--- config.mk ---
export PLATFORM = sky130hd
export DESIGN_NAME = ctr_mode_ctrl_flat
export DESIGN_NICKNAME = d
export VERILOG_FILES = /design/src/rtl/ctr_pkg.sv /design/src/rtl/ctr_mode_ctrl_if.sv /design/src/rtl/ctr_timeout_cnt.sv /design/src/rtl/ctr_mode_ctrl.sv /design/src/flat_wrapper.sv
export SDC_FILE = /design/constraint.sdc
export NUM_CORES = 1
export LEC_CHECK = 0
export CORE_AREA = 3 3 249 251
export DETAILED_ROUTE_END_ITERATION = 8
export DIE_AREA = 0 0 252 254
export GPL_ROUTABILITY_DRIVEN = 0
export HOLD_SLACK_MARGIN = 0.05
export SETUP_SLACK_MARGIN = 0.3
export SLEW_MARGIN = 20
export SYNTH_ARGS = -nofsm -noshare
export SYNTH_HDL_FRONTEND = slang
export SYNTH_SLANG_ARGS = --single-unit
--- constraint.sdc ---
create_clock -name clk -period 2.2 [get_ports clk]
set_input_delay 0.44 -clock clk [delete_from_list [all_inputs] [get_ports clk]]
set_output_delay 0.44 -clock clk [all_outputs]
set_load 0.02 [all_outputs]
--- src/rtl/ctr_pkg.sv ---
// Shared definitions for the CTR-mode front end.
// Holds the FSM state encoding, the block geometry and the counter-block packing helper.
package ctr_pkg;

    localparam int BLOCK_W = 128;
    localparam int NONCE_W = 96;
    localparam int CTR_W   = 32;

    typedef enum logic [2:0] {
        IDLE,
        READY,
        REQ,
        WAIT,
        OUT
    } state_t;

    // Nonce sits in the upper bits and the counter in the low word.
    function automatic logic [BLOCK_W-1:0] ctr_block(input logic [NONCE_W-1:0] nonce,
                                                     input logic [CTR_W-1:0]   ctr);
        return {nonce, ctr};
    endfunction

endpackage

--- src/rtl/ctr_mode_ctrl_if.sv ---
// Data-in, result-out and AES-core handshake bundle for ctr_mode_ctrl.
// The master modport is the controller; the slave modport is the environment (source, sink, core).
interface ctr_mode_ctrl_if;
    import ctr_pkg::*;

    logic               in_valid;
    logic               in_ready;
    logic [BLOCK_W-1:0] in_data;
    logic               out_valid;
    logic               out_ready;
    logic [BLOCK_W-1:0] out_data;
    logic               core_start;
    logic [BLOCK_W-1:0] core_block;
    logic               core_done;
    logic [BLOCK_W-1:0] core_keystream;

    modport master (
        input  in_valid, in_data, out_ready, core_done, core_keystream,
        output in_ready, out_valid, out_data, core_start, core_block
    );

    modport slave (
        output in_valid, in_data, out_ready, core_done, core_keystream,
        input  in_ready, out_valid, out_data, core_start, core_block
    );

endinterface

--- src/rtl/ctr_timeout_cnt.sv ---
// Loadable down-counter guarding the wait for the AES core; expired is high once the count reaches zero.
// Loaded one cycle before the wait starts, so expiry lands TIMEOUT_CYC-1 cycles into the wait; no backpressure.
module ctr_timeout_cnt #(
    parameter int TIMEOUT_CYC = 64
) (
    input  logic clk,
    input  logic rst,
    input  logic load,
    input  logic en,
    output logic expired
);

    localparam int CNT_W = (TIMEOUT_CYC > 2) ? $clog2(TIMEOUT_CYC) : 1;

    logic [CNT_W-1:0] cnt_q, cnt_d;

    always_comb begin
        cnt_d = cnt_q;
        if (load) begin
            cnt_d = CNT_W'(TIMEOUT_CYC - 1);
        end else if (en && (cnt_q != '0)) begin
            cnt_d = cnt_q - 1'b1;
        end
    end

    always_ff @(posedge clk or negedge rst) begin
        if (!rst) begin
            cnt_q <= '0;
        end else begin
            cnt_q <= cnt_d;
        end
    end

    assign expired = (cnt_q == '0);

endmodule

--- src/rtl/ctr_mode_ctrl.sv ---
// CTR-mode front end: sends {nonce, ctr} to the AES core, XORs the keystream into the buffered block; one block in flight.
// core_start at T+1 after input accept, out_valid at D+1 after core_done, in_ready held low until the result is taken; CTR_WRAP_ERR_EN flags counter wrap.
module ctr_mode_ctrl
    import ctr_pkg::*;
#(
    parameter int TIMEOUT_CYC = 64
) (
    input  logic               clk,
    input  logic               rst,
    input  logic               load,
    input  logic [NONCE_W-1:0] load_nonce,
    input  logic [CTR_W-1:0]   load_ctr,
    ctr_mode_ctrl_if.master    bus,
    output logic               busy,
    output logic               err
);

    state_t             state_q, state_d;
    logic [NONCE_W-1:0] nonce_q, nonce_d;
    logic [CTR_W-1:0]   ctr_q, ctr_d;
    logic [BLOCK_W-1:0] data_q, data_d;
    logic [BLOCK_W-1:0] out_data_q, out_data_d;
    logic [BLOCK_W-1:0] core_block_q, core_block_d;
    logic               err_q, err_d;
    logic               tmo_load, tmo_en, tmo_expired;
`ifdef CTR_WRAP_ERR_EN
    logic               wrap_q, wrap_d;
`endif

    ctr_timeout_cnt #(
        .TIMEOUT_CYC (TIMEOUT_CYC)
    ) u_tmo (
        .clk     (clk),
        .rst     (rst),
        .load    (tmo_load),
        .en      (tmo_en),
        .expired (tmo_expired)
    );

    assign tmo_load = (state_q == REQ);
    assign tmo_en   = (state_q == WAIT);

    always_comb begin
        state_d      = state_q;
        nonce_d      = nonce_q;
        ctr_d        = ctr_q;
        data_d       = data_q;
        out_data_d   = out_data_q;
        core_block_d = core_block_q;
        err_d        = err_q;
`ifdef CTR_WRAP_ERR_EN
        wrap_d       = wrap_q;
`endif
        case (state_q)
            IDLE: begin
                if (load) begin
                    nonce_d = load_nonce;
                    ctr_d   = load_ctr;
                    err_d   = 1'b0;
                    state_d = READY;
                end
            end
            READY: begin
                if (load) begin
                    nonce_d = load_nonce;
                    ctr_d   = load_ctr;
                    err_d   = 1'b0;
                end
                if (bus.in_valid) begin
                    data_d       = bus.in_data;
                    core_block_d = ctr_block(nonce_q, ctr_q);
                    state_d      = REQ;
                end
            end
            REQ: begin
                state_d = WAIT;
            end
            WAIT: begin
                // A done in the expiry cycle still counts as a completed block.
                if (bus.core_done) begin
                    out_data_d = data_q ^ bus.core_keystream;
                    ctr_d      = ctr_q + 1'b1;
                    state_d    = OUT;
`ifdef CTR_WRAP_ERR_EN
                    if (ctr_q == '1) begin
                        err_d  = 1'b1;
                        wrap_d = 1'b1;
                    end
`endif
                end else if (tmo_expired) begin
                    err_d   = 1'b1;
                    data_d  = '0;
                    state_d = READY;
                end
            end
            OUT: begin
                if (bus.out_ready) begin
`ifdef CTR_WRAP_ERR_EN
                    state_d = wrap_q ? IDLE : READY;
                    wrap_d  = 1'b0;
`else
                    state_d = READY;
`endif
                end
            end
            default: begin
                state_d = IDLE;
            end
        endcase
    end

    always_ff @(posedge clk or negedge rst) begin
        if (!rst) begin
            state_q      <= IDLE;
            nonce_q      <= '0;
            ctr_q        <= '0;
            data_q       <= '0;
            out_data_q   <= '0;
            core_block_q <= '0;
            err_q        <= 1'b0;
`ifdef CTR_WRAP_ERR_EN
            wrap_q       <= 1'b0;
`endif
        end else begin
            state_q      <= state_d;
            nonce_q      <= nonce_d;
            ctr_q        <= ctr_d;
            data_q       <= data_d;
            out_data_q   <= out_data_d;
            core_block_q <= core_block_d;
            err_q        <= err_d;
`ifdef CTR_WRAP_ERR_EN
            wrap_q       <= wrap_d;
`endif
        end
    end

    assign bus.in_ready   = (state_q == READY);
    assign bus.core_start = (state_q == REQ);
    assign bus.out_valid  = (state_q == OUT);
    assign bus.out_data   = out_data_q;
    assign bus.core_block = core_block_q;
    assign busy           = (state_q != IDLE) && (state_q != READY);
    assign err            = err_q;

endmodule

--- src/flat_wrapper.sv ---
// flat-port wrapper written by rule: the top's interface ports become plain ports
module ctr_mode_ctrl_flat import ctr_pkg::*;
#(
    parameter int TIMEOUT_CYC = 64
)
  (clk, rst, load, load_nonce, load_ctr, busy, err, bus_in_valid, bus_in_data, bus_out_ready, bus_core_done, bus_core_keystream, bus_in_ready, bus_out_valid, bus_out_data, bus_core_start, bus_core_block);
  ctr_mode_ctrl_if bus_i ();
  input  logic clk;
  input  logic rst;
  input  logic load;
  input  logic [NONCE_W-1:0] load_nonce;
  input  logic [CTR_W-1:0] load_ctr;
  output logic busy;
  output logic err;
  input wire logic [$bits(bus_i.in_valid)-1:0] bus_in_valid;
  input wire logic [$bits(bus_i.in_data)-1:0] bus_in_data;
  input wire logic [$bits(bus_i.out_ready)-1:0] bus_out_ready;
  input wire logic [$bits(bus_i.core_done)-1:0] bus_core_done;
  input wire logic [$bits(bus_i.core_keystream)-1:0] bus_core_keystream;
  output wire logic [$bits(bus_i.in_ready)-1:0] bus_in_ready;
  output wire logic [$bits(bus_i.out_valid)-1:0] bus_out_valid;
  output wire logic [$bits(bus_i.out_data)-1:0] bus_out_data;
  output wire logic [$bits(bus_i.core_start)-1:0] bus_core_start;
  output wire logic [$bits(bus_i.core_block)-1:0] bus_core_block;
  assign bus_i.in_valid = bus_in_valid;
  assign bus_i.in_data = bus_in_data;
  assign bus_i.out_ready = bus_out_ready;
  assign bus_i.core_done = bus_core_done;
  assign bus_i.core_keystream = bus_core_keystream;
  assign bus_in_ready = bus_i.in_ready;
  assign bus_out_valid = bus_i.out_valid;
  assign bus_out_data = bus_i.out_data;
  assign bus_core_start = bus_i.core_start;
  assign bus_core_block = bus_i.core_block;
  ctr_mode_ctrl #(.TIMEOUT_CYC(TIMEOUT_CYC)) u_core (.clk(clk), .rst(rst), .load(load), .load_nonce(load_nonce), .load_ctr(load_ctr), .bus(bus_i), .busy(busy), .err(err));
endmodule
Word level (Yosys, flattened, before mapping)
Index checks and enable logic that the tools add are counted.
{"block": "op_classes", "n_eq_ne": 13, "add_sub_neg": 2, "muxes": 19, "div_mod_pow": 0, "mul": 0, "reduce_logical": 17, "shifts": 0, "n_bitwise": 1, "order_cmp": 0}
{"op": "$mux W128", "count": 3}
{"op": "$pmux W128 S2", "count": 1}
{"op": "$xor A128 B128 Y128", "count": 1}
{"op": "$mux W32", "count": 2}
{"op": "$pmux W32 S2", "count": 1}
{"op": "$add A32 B1 Y32 const B", "count": 1}
{"op": "$mux W3", "count": 5}
{"op": "$pmux W3 S5", "count": 1}
{"op": "$mux W6", "count": 2}
{"op": "$reduce_and A4 Y1", "count": 3}
{"op": "$ne A2 B2 Y1 const B", "count": 5}
{"op": "$eq A3 B2 Y1 const B", "count": 2}
{"op": "$logic_not A6 Y1", "count": 1}
{"op": "$reduce_and A2 Y1", "count": 3}
{"op": "$reduce_bool A2 Y1", "count": 3}
{"op": "$reduce_bool A6 Y1", "count": 1}
{"op": "$sub A6 B1 Y6 const B", "count": 1}
{"op": "$ne A2 B1 Y1 const B", "count": 2}
{"op": "$eq A3 B1 Y1 const B", "count": 1}
{"op": "$eq A3 B3 Y1 const B", "count": 1}
{"op": "$logic_not A3 Y1", "count": 1}
{"op": "$mux W1", "count": 3}
{"op": "$ne A3 B1 Y1 const B", "count": 1}
{"op": "$ne A3 B2 Y1 const B", "count": 1}
{"op": "5 further kinds", "count": 6}
{"block": "word_totals", "wordCells": 60, "ramBits": 0, "memories": 0, "input_bits": 390, "output_inout_bits": 261, "latchBits": 0, "register_bits": 522, "mem_bits_ro": 0}

Depth between registers and ports, before layout
Gate-level depths: netlist (run 1).
{"block": "logic_depth", "ltp_word": 4, "ltp_mapped": 9, "mapped_depth_nobuf": 7}

Cells and area by module
A second synthesis (run 1) with hierarchy kept.
{"block": "hier_totals", "hier_cells": 1888, "area_unflattened_um2": 21466.8}
{"mod": "ctr_mode_ctrl", "seq_area_each_um2": 12912.4, "area_per_inst_um2": 21079.0, "cells_per_inst": 1848, "n_inst": 1}
{"mod": "ctr_timeout_cnt", "seq_area_each_um2": 150.1, "area_per_inst_um2": 387.9, "cells_per_inst": 40, "n_inst": 1}

Worst setup path after synthesis (run 1)
OpenSTA, ideal clock, no wires.
{"block": "synth_timing", "path_kind": "register to register", "from": "register u_core.u_tmo.cnt_q[2]", "to": "register u_core.data_q[100]", "arrival_ns": 1.803, "n_path_buf": 2, "path_stages_with_launch": 8, "required_time_ns": 2.079, "period_less_slack_ns": 1.924, "path_slack_ns": 0.276, "setup_ns": 0.121, "cell_sequence": "dfrtp_1 > or3_1 > or2_2 > nor2_1 > o21ai_1 > clkbuf_1 > buf_2 > a22o_1"}
{"block": "synth_via", "elab_chain_len": 3}
{"item": "start: declaration", "line": "ctr_timeout_cnt.sv:15", "rtl": "logic [CNT_W-1:0] cnt_q, cnt_d;"}
{"item": "start signal: assignment", "line": "ctr_timeout_cnt.sv:30", "rtl": "cnt_q <= cnt_d;"}
{"item": "$logic_not A6 Y1", "line": "ctr_timeout_cnt.sv:34", "rtl": "assign expired = (cnt_q == '0);"}
{"item": "$ne A2 B1 Y1 (no source line)"}
{"item": "$reduce_and A4 Y1 (no source line)"}
{"item": "end signal: assignment", "line": "ctr_mode_ctrl.sv:128", "rtl": "data_q <= data_d;"}
{"item": "end: declaration", "line": "ctr_mode_ctrl.sv:21", "rtl": "logic [BLOCK_W-1:0] data_q, data_d;"}
No other way between the ends.
A chain may end at the register's enable or synchronous reset.

Worst setup path in the final report (run 1)
{"block": "layout_timing", "from": "register u_core.u_tmo.cnt_q[3]", "to": "register u_core.data_q[63]"}
Same word-level chain as after synthesis.

==> metrics, run 1 <==
total wire length=76720 um; core area=0.06013 mm^2; post-synthesis mux area share=0.07074; power per standard cell area=1496 mW/mm^2; initial core utilization=0.3485; clock sinks=522; detailed-route via count=17140; Sw Ratio=0.3733; Fin Setup TNS=0 ns; Row Count=90; clock network power share=0.194; chip width=252 um; CP Capture Type=flop; cells along the critical path=or3_4 -> or2_4 -> nor2_4 -> o21ai_4 -> buf_12 -> buf_8 -> buf_16 -> buf_12 -> a22o_1; post-synthesis compound-gate area fraction=0.1132; Fmax=0.4690 GHz; Int Power=30.98 mW; Cell variety after synth=50; htree depth=2; P_sw=18.46 mW; post-layout net count=2988; worst path bufs/invs=4; worst skew pair latency=0.59 ns; DRT iter0 DRCs=1080; Slew @ Worst Pin=0.5097 ns; Sequential Power Share=0.349; Global Route Usage Sum=0.2175; Synth Cell Area=0.02096 mm^2; grt ovf=0; Final min period=2.132 ns; Via density=5.005; hold_ws=0.3777 ns; Max-Cap Viols=0; post-synthesis register bit count=522; CP startpoint kind=flop; cell mode on critical path=buf_12; adder-cell share of the synthesized area=0.001791; final setup vio count=0; syn_area_per_cell=11.48 um^2; Static Leak=15.37 nW; sequential share of the synthesized area=0.6232; drt pass-1 iters=6; share of cells above drive strength 1=0.2055; Final Hold Vio Count=0; Max Buffers Root-to-Sink=3; die height=254 um; CTS tree=done; Hold Path Class=in -> async; most common cell in the netlist=dfrtp_1; most common flop cell mapped by yosys=dfrtp_1; clock root cell=clkbuf_16; Cells after Synth=1826; Max Slew Vio Count=0; XOR/XNOR share of the synthesized area=0.05433; drt drc=0; unrepaired setup endpoints after global routing=yes; synth cell count leaders=dfrtp_1, nand2_1, o21ai_0, mux2_2, xnor2_1; largest net degree at the start of global routing=91; fin crit share=0.9692; largest family of logic cells by synthesized area=compound AO/OA/AOI/OAI gates; I/O Buffers=650; Synth area leaders=dfrtp_1, nand2_1, mux2_2; Gate power share=0.457; Synth top area share=0.6232; Critical Path Fanout Max=6; yosys warns=0; simple-gate share of the synthesized area=0.1129; Synth area leader=dfrtp_1; VDD IR max=0.8575 mV; Area Growth Syn to Fin=57.67%; kind of critical path=reg -> reg; DP HPWL=50150 um; slowest stage delay, CP=0.40 ns; run status=complete, no violations; post-detailed-route count of antenna-violating nets=0; EDFF count, synth=0; family with the most delay on the worst path=simple AND/OR/NAND/NOR gates; ys async rst share=1.000; vias in the first global route=17070; crit path DAT=2.60 ns; CP max-delay cell=or3_4; DR WL/cell=22.41 um; syn nets=2219; full die area=0.06401 mm^2; antenna violations before repair=10; critical path required time=2.67 ns; clock skew=0.01453 ns; CTS Buf Count=55; Clock Pin Slew Worst Setup and Hold Paths=0.06 ns; I/O pin count=651; global-route wire length before repair=106600 um; Slew HR=0.6592
## through the flow
| stage | total power [mW] | std cells | setup slack [ns] | utilization | instance area (um^2) |
|---|---|---|---|---|---|
| after global placement | 36.62 | 3220 | 0.1085 | 0.4818 | 28970 |
| after global routing | 52.27 | 3420 | 0.006705 | 0.5494 | 33040 |
| after detailed placement | 37.13 | 3220 | 0.06907 | 0.4818 | 28970 |
| after floorplan | 27.54 | 1826 | 0.2943 | - | 20960 |
| after CTS | 47.03 | 3362 | 0.04967 | 0.5243 | 31530 |
| final | 49.44 | 3424 | 0.06786 | 0.5496 | 33050 |
## kinds of logic after synthesis
family,count (synthesis)
AO/OA/AOI/OAI,357
XOR/XNOR,130
adder cells (fa/ha/maj),3
buffers and inverters,119
flip-flops,522
multiplexers,132
AND/OR/NAND/NOR,563
## sequential cells by signal, indices dropped and copies added (netlist names)
name	flops
u_core.err	1
u_core.state_q	3
u_core.nonce_q	96
u_core.data_q	128
u_core.bus.core_block	128
u_core.bus.out_data	128
u_core.u_tmo.cnt_q	6
u_core.ctr_q	32
## layout by cell type, fill, tap and decap left out, drive strengths merged, types with 2 or more instances in the layout
cell type,netlist,routed
inv,8,8
clkinvlp,0,2
a211oi,5,5
nand2b,6,6
nor4,7,7
o21ai,155,155
nand4,10,10
a2bb2oi,7,7
nand3b,2,2
mux2i,3,3
o32ai,2,2
ha,3,3
bufinv,0,6
diode,0,9
a311oi,6,6
clkdlybuf4s15,0,3
nor2,24,24
clkdlybuf4s50,0,388
o22ai,7,7
and3,6,6
a31oi,3,3
xnor2,129,129
nand2,452,452
buf,44,158
dlygate4sd2,0,254
dfrtp,522,522
clkinv,0,7
a22o,128,128
a22oi,3,3
and4,4,4
or3,9,9
nand3,19,19
or4,2,2
clkbuf,67,98
o31ai,2,2
and2,3,3
mux2,129,129
a21oi,35,35
nor3,12,12
## metal layers
metal	vias up	global-route usage	wire length [um]
li1	7837	-	-
met1	8540	0.2675	30320
met2	614	0.3565	37670
met3	140	0.07225	6233
met4	6	0.08355	2448
met5	-	0	46
## final cells by class
type / count / area [um^2]
clock inverter: 15 / 234.0
inverter: 8 / 32.53
multi-input combinational: 1185 / 8040
timing repair buffer: 823 / 9047
clock buffer: 80 / 1623
antenna: 9 / 22.52
sequential: 522 / 13070
fill: 5215 / 27090
tap: 782 / 978.4
## path summary, 6_finish.rpt
| check | depth (start not counted) | slack, ns | start | to |
|---|---|---|---|---|
| setup reg to reg | 9 | 0.07 | u_core.u_tmo.cnt_q[3]$_DFFE_PN0P_ | u_core.data_q[63]$_DFFE_PN0P_ |
| max in group asynchronous | 3 | 0.92 | rst | u_core.data_q[74]$_DFFE_PN0P_ |
| hold reg to reg | 2 | 0.46 | u_core.nonce_q[30]$_DFFE_PN0P_ | u_core.nonce_q[30]$_DFFE_PN0P_ |
| min in group clk | 3 | 0.38 | load_nonce[59] | u_core.nonce_q[59]$_DFFE_PN0P_ |
| hold / removal | 2 | 0.38 | rst | u_core.bus.out_data[59]$_DFFE_PN0P_ |
| setup / recovery | 9 | 0.07 | u_core.u_tmo.cnt_q[3]$_DFFE_PN0P_ | u_core.data_q[63]$_DFFE_PN0P_ |
## power by group through the flow
| stage | Clock [mW] | Sequential, mW | Combinational, mW |
|---|---|---|---|
| 5_1_grt | 10.2 | 17.8 | 24.3 |
| 3_3_place_gp | 0 | 17.2 | 19.4 |
| 2_1_floorplan | 0 | 19.3 | 8.19 |
| 6_report | 9.58 | 17.3 | 22.6 |
| 3_5_place_dp | 0 | 17.4 | 19.8 |
| 4_1_cts | 9.84 | 17.2 | 20.0 |
## timing repair
action,CTS,global route
hold buffers,1,0
resized for setup,352,206
endpoints found under the hold margin,28,0
pin swaps,10,119
cloned,20,25
setup buffers,26,28
setup endpoints to repair,395,480
Power figures use the tool's default switching activity.
==> inputs of run 2 (changes only) <==
GPL_ROUTABILITY_DRIVEN = unset   (was 0)
==> results of run 2 <==
Same layout as run 1: the final DEF is identical, and so are final timing and power.
==> inputs of run 3 (changes only) <==
CORE_AREA = 3 3 252 254   (was 3 3 249 251)
DIE_AREA = 0 0 255 257   (was 0 0 252 254)
SLEW_MARGIN = 15   (was 20)
SYNTH_HIERARCHICAL = 1   (was unset)
==> run 3 against run 2 <==
Count of clock-buffer cells in the layout rose by 6. Routed wire length up 4.0%. Sequential cell count is the same. Clock skew up 0.011 ns. Cell area increased by 6.1%. Synthesized cell count is 3.4% higher.
==> metrics, run 3 <==
yosys warns=6 (was 0); sequential share of the synthesized area=0.6085 (was 0.6232); VDD IR max=0.8648 mV (was 0.8575 mV); Slew HR=0.6900 (was 0.6592); die height=257 um (was 254 um); EDFF count, synth=0 (unchanged); Cells after Synth=1888 (was 1826); cells along the critical path=or3_4 -> nor2_4 -> nor2b_4 -> mux2_4 -> nand2_8 -> buf_6 -> buf_8 -> buf_16 -> nand2_4 -> o21ai_2 (was or3_4 -> or2_4 -> nor2_4 -> o21ai_4 -> buf_12 -> buf_8 -> buf_16 -> buf_12 -> a22o_1); Hold Path Class=in -> async (unchanged); vias in the first global route=18380 (was 17070); Synth Cell Area=0.02147 mm^2 (was 0.02096 mm^2); core area=0.06148 mm^2 (was 0.06013 mm^2); Int Power=32.68 mW (was 30.98 mW); post-detailed-route count of antenna-violating nets=0 (unchanged); DP HPWL=52290 um (was 50150 um); post-synthesis register bit count=522 (unchanged); clock network power share=0.191 (was 0.194); Gate power share=0.477 (was 0.457); Slew @ Worst Pin=0.4650 ns (was 0.5097 ns); Cell variety after synth=53 (was 50); Fmax=0.4946 GHz (was 0.4690 GHz); unrepaired setup endpoints after global routing=yes (unchanged); Area Growth Syn to Fin=63.29% (was 57.67%); global-route wire length before repair=112900 um (was 106600 um); drt pass-1 iters=5 (was 6); crit path DAT=2.50 ns (was 2.60 ns); Via density=5.007 (was 5.005); Sequential Power Share=0.332 (was 0.349); commonest cells after routing, fill and taps aside=dfrtp_1, clkdlybuf4s50_1, nand2_1, dlygate4sd2_1, mux2_2 (was dfrtp_1, clkdlybuf4s50_1, nand2_1, dlygate4sd2_1, o21ai_0); clock sinks=522 (unchanged); grt ovf=0 (unchanged); Max Slew Vio Count=0 (unchanged); ys async rst share=1.000 (unchanged); syn nets=2281 (was 2219); Synth top area share=0.6085 (was 0.6232); drt drc=0 (unchanged); RR Endpoint=u_core/data_q[47]$_DFFE_PN0P_ (was u_core.data_q[63]$_DFFE_PN0P_); Critical Path Fanout Max=8 (was 6); I/O Buffers=650 (unchanged); routability-driven placement congestion ratio=0.8612 (was 0.8498); GRT busiest layer=met2 (unchanged); CP startpoint kind=flop (unchanged); share of cells above drive strength 1=0.2973 (was 0.2055); DRT iter0 DRCs=963 (was 1080); Fin Setup TNS=0 ns (unchanged); detailed-route via count=17760 (was 17140); Synth area leaders=dfrtp_1, mux2_2, nand2_1 (was dfrtp_1, nand2_1, mux2_2); most common flop cell mapped by yosys=dfrtp_1 (unchanged); fin crit share=0.9189 (was 0.9692); Row Count=91 (was 90); Static Leak=15.72 nW (was 15.37 nW); Global Route Usage Sum=0.2253 (was 0.2175); worst skew pair latency=0.61 ns (was 0.59 ns); kind of critical path=reg -> reg (unchanged); syn_area_per_cell=11.37 um^2 (was 11.48 um^2); hold_ws=0.3307 ns (was 0.3777 ns); family with the most delay on the worst path=simple AND/OR/NAND/NOR gates (unchanged); synth cell count leaders=dfrtp_1, nand2_1, o21ai_0, mux2_2, xnor2_1 (unchanged); number of cells on the critical path=10 (was 9); initial core utilization=0.3491 (was 0.3485); most common cell in the netlist=dfrtp_1 (unchanged); clock skew=0.02513 ns (was 0.01453 ns); power per standard cell area=1503 mW/mm^2 (was 1496 mW/mm^2); met1 GRT Util=0.2633 (was 0.2675); Max-Cap Viols=0 (unchanged); r2r startpoint=u_core/u_tmo/cnt_q[3]$_DFFE_PN0P_ (was u_core.u_tmo.cnt_q[3]$_DFFE_PN0P_); chip width=255 um (was 252 um); M2 GR Usage=0.3712 (was 0.3565); Max Buffers Root-to-Sink=3 (unchanged); total wire length=79760 um (was 76720 um); worst path bufs/invs=3 (was 4); Critical path origin=u_core/u_tmo/cnt_q[3]$_DFFE_PN0P_ (was u_core.u_tmo.cnt_q[3]$_DFFE_PN0P_); Sw Ratio=0.3799 (was 0.3733); clock root cell=clkbuf_16 (unchanged); Final Hold Vio Count=0 (unchanged); run status=complete, no violations (unchanged); antenna violations before repair=35 (was 10); post-layout net count=3081 (was 2988); DR WL/cell=22.49 um (was 22.41 um); largest net degree at the start of global routing=84 (was 91); CP Capture Type=flop (unchanged); critical path required time=2.68 ns (was 2.67 ns); most common cell after layout, fill and taps aside=dfrtp_1 (unchanged); CTS tree=done (unchanged); full die area=0.06554 mm^2 (was 0.06401 mm^2); CTS Buf Count=57 (was 55); met3 Resource Use GR=0.09339 (was 0.07225); htree depth=2 (unchanged); Final min period=2.022 ns (was 2.132 ns); final setup vio count=0 (unchanged); # fillers=5061 (was 5215); P_sw=20.02 mW (was 18.46 mW); Clock Pin Slew Worst Setup and Hold Paths=0.06 ns (about the same); I/O pin count=651 (unchanged); Synth area leader=dfrtp_1 (unchanged); CP max-delay cell=or3_4 (unchanged); slowest stage delay, CP=0.41 ns (was 0.40 ns); r2r setup slk=0.18 ns (was 0.07 ns); R2R depth=10 (was 9)
## run 3: cell types whose count changed after synthesis, moves of 6 or more
cell / before / now
mux2_2: 129 / 225
or3_1: 9 / 1
nand2_1: 452 / 414
o22ai_1: 7 / 13
a21oi_1: 35 / 43
o21ai_0: 154 / 277
a22o_1: 128 / 2
nand3_1: 18 / 11
## run 3: cells by family (layout without fill, tap and decap cells)
group | after synthesis | in the layout | share of synthesized area
and+or+nand+nor | 504 | 506 | 0.09734
buffers and inverters | 125 | 970 | 0.02500
DFF | 522 | 522 | 0.6085
AOI/OAI and AO/OA | 379 | 379 | 0.09623
adders and majority gates | 3 | 3 | 0.001749
xor gates and xnor gates | 128 | 128 | 0.05222
other | 0 | 22 | 0
muxes | 227 | 227 | 0.1190
## run 3: layer usage
layer / share of wire / vias up
met5: 0.0026 / -
met4: 0.032 / 28
met3: 0.10 / 178
met2: 0.49 / 678
met1: 0.38 / 8747
li1: - / 8130
## run 3: power by group through the flow
| stage | logic, mW | clock network, mW | registers (mW) |
|---|---|---|---|
| global placement | 20.2 | 0 | 17.1 |
| detailed placement | 20.6 | 0 | 17.3 |
| global route | 26.9 | 10.8 | 18.0 |
| CTS | 22.4 | 10.3 | 17.2 |
| finish | 25.1 | 10.1 | 17.5 |
| floorplan | 8.85 | 0 | 19.3 |
## run 3: how the worst max path moves through the flow
| stage | end | slack (ns) |
|---|---|---|
| finish | u_core/data_q[47]$_DFFE_PN0P_ | 0.18 |
| global route | u_core/data_q[120]$_DFFE_PN0P_ | 0.11 |
| CTS | busy | 0.05 |
| detailed placement | u_core/data_q[11]$_DFFE_PN0P_ | 0.08 |
| global placement | u_core/nonce_q[85]$_DFFE_PN0P_ | 0.1 |
| floorplan | u_core/data_q[100]$_DFFE_PN0P_ | 0.18 |
## run 3: what timing repair did
item	in CTS	in global routing
hold buffers	1	0
pin swaps	84	52
setup endpoints to repair	397	330
buffers inserted	33	33
endpoints found under the hold margin	27	0
resized for setup	555	288
cloned	36	23
## run 3: per-stage QoR
step / area, um^2 / power, mW / util / instances / setup WS (ns)
2_1_floorplan: 21630 / 28.15 / - / 1888 / 0.1823
3_3_place_gp: 29560 / 37.25 / 0.4809 / 3293 / 0.09837
3_5_place_dp: 29560 / 37.87 / 0.4809 / 3293 / 0.07624
4_1_cts: 33210 / 49.87 / 0.5401 / 3469 / 0.05381
5_1_grt: 35040 / 55.73 / 0.5699 / 3542 / 0.1120
6_report: 35050 / 52.70 / 0.5701 / 3547 / 0.1784
## run 3: layout make-up
type                            instances  area, um^2  share of cell area
Antenna cell                           22       55.05            0.001571
Clock buffer                           86        1728             0.04930
Clock inverter                         20       261.5            0.007460
Inverter                                9       38.79            0.001107
Multi-Input combinational cell       1243        9340              0.2665
Sequential cell                       522       13070              0.3729
Tap cell                              790       988.4             0.02820
Timing Repair Buffer                  855        9570              0.2730
==> variant: new RTL, settings of run 2 <==
Build with the macro `CTR_WRAP_ERR_EN` defined.
--- a/src/rtl/ctr_mode_ctrl.sv
+++ b/src/rtl/ctr_mode_ctrl.sv
@@ -1,5 +1,7 @@
 // CTR-mode front end: sends {nonce, ctr} to the AES core, XORs the keystream into the buffered block; one block in flight.
 // core_start at T+1 after input accept, out_valid at D+1 after core_done, in_ready held low until the result is taken; CTR_WRAP_ERR_EN flags counter wrap.
+`define CTR_WRAP_ERR_EN
+
 module ctr_mode_ctrl
     import ctr_pkg::*;
 #(
Check against the original RTL: no difference found for any inputs over 4 cycles, from zero or initial values and one cycle with rst low; that may be too few to reach the edited logic, so the function may still have changed.
==> variant against run 2 <==
Routed wire length up 12%. Global-route usage up 2.4 points. Power up 0.84%. Design area up 5.0%. Sequential cell count up 1. Hold slack worse by 0.041 ns. Worst setup slack better by 0.11 ns. Synthesized cell count up 11%. Area after synthesis up 6.8%. Die area unchanged.
==> variant: results (changes against run 2) <==
metric	value	unit	change
status	finished, final reports clean		unchanged
Fillers	5148		was 5215
CP Max Fanout	5		was 6
fin util	57.7	%	was 55.0%
Worst VDD drop	0.802	mV	was 0.858 mV
register area share after synthesis	58.5	%	was 62.3%
global-route wire length before repair	118000	um	was 107000 um
Skew-Pair Late Insertion Delay	0.61	ns	was 0.59 ns
Cell Int Power	31.1	mW	was 31.0 mW
sequential share of power	34.1	%	was 34.9%
Avg Cell Area, Syn	11.1	um^2	was 11.5 um^2
cts bufs inserted	56		was 55
Post-Route WL	86200	um	was 76700 um
leakage power	16.1	nW	was 15.4 nW
Nets	3187		was 2988
Layout Cells excl Fill	3638		was 3424
syn_nets	2415		was 2219
top cells by area, synth	dfrtp_1 (58%), nand2_1 (7.4%), mux2_2 (6.4%), xnor2_1 (5.0%), a21bo_2 (4.9%)		was dfrtp_1 (62%), nand2_1 (8.1%), mux2_2 (6.9%), xnor2_1 (5.4%), a22o_1 (5.3%)
vias post-DR	18900		was 17100
share of layout cells above drive strength 1	22.5	%	was 20.5%
clock skew	0.0287	ns	was 0.0145 ns
dpl hpwl	56600	um	was 50200 um
# Post-CTS Setup Buffers	36		was 26
M1 wire length	33800	um	was 30300 um
commonest cells in the netlist	dfrtp_1 (523), nand2_1 (443), nand4_1 (147)		was dfrtp_1 (522), nand2_1 (452), o21ai_0 (154)
GR Layer Usage met1	29.4	%	was 26.8%
## variant: cell families (layout without fill, tap and decap cells)
group / count (synthesis) / in the layout / share of synthesized area, %
AO/OA/AOI/OAI: 360 / 360 / 11.7
XOR/XNOR: 130 / 130 / 5.09
adder cells (fa/ha/maj): 3 / 3 / 0.168
buffers and inverters: 163 / 981 / 3.21
flip-flops: 523 / 523 / 58.5
multiplexers: 131 / 131 / 6.57
other: 0 / 16 / 0
AND/OR/NAND/NOR: 712 / 712 / 14.8
## variant: area by class of cell
| class | instances | area share (%) |
|---|---|---|
| Multi-Input combinational cell | 1336 | 26.2 |
| Clock inverter | 17 | 0.562 |
| Timing Repair Buffer | 864 | 27.5 |
| Clock buffer | 87 | 5.01 |
| Tap cell | 782 | 2.82 |
| Inverter | 13 | 0.141 |
| Antenna cell | 16 | 0.115 |
| Sequential cell | 523 | 37.7 |
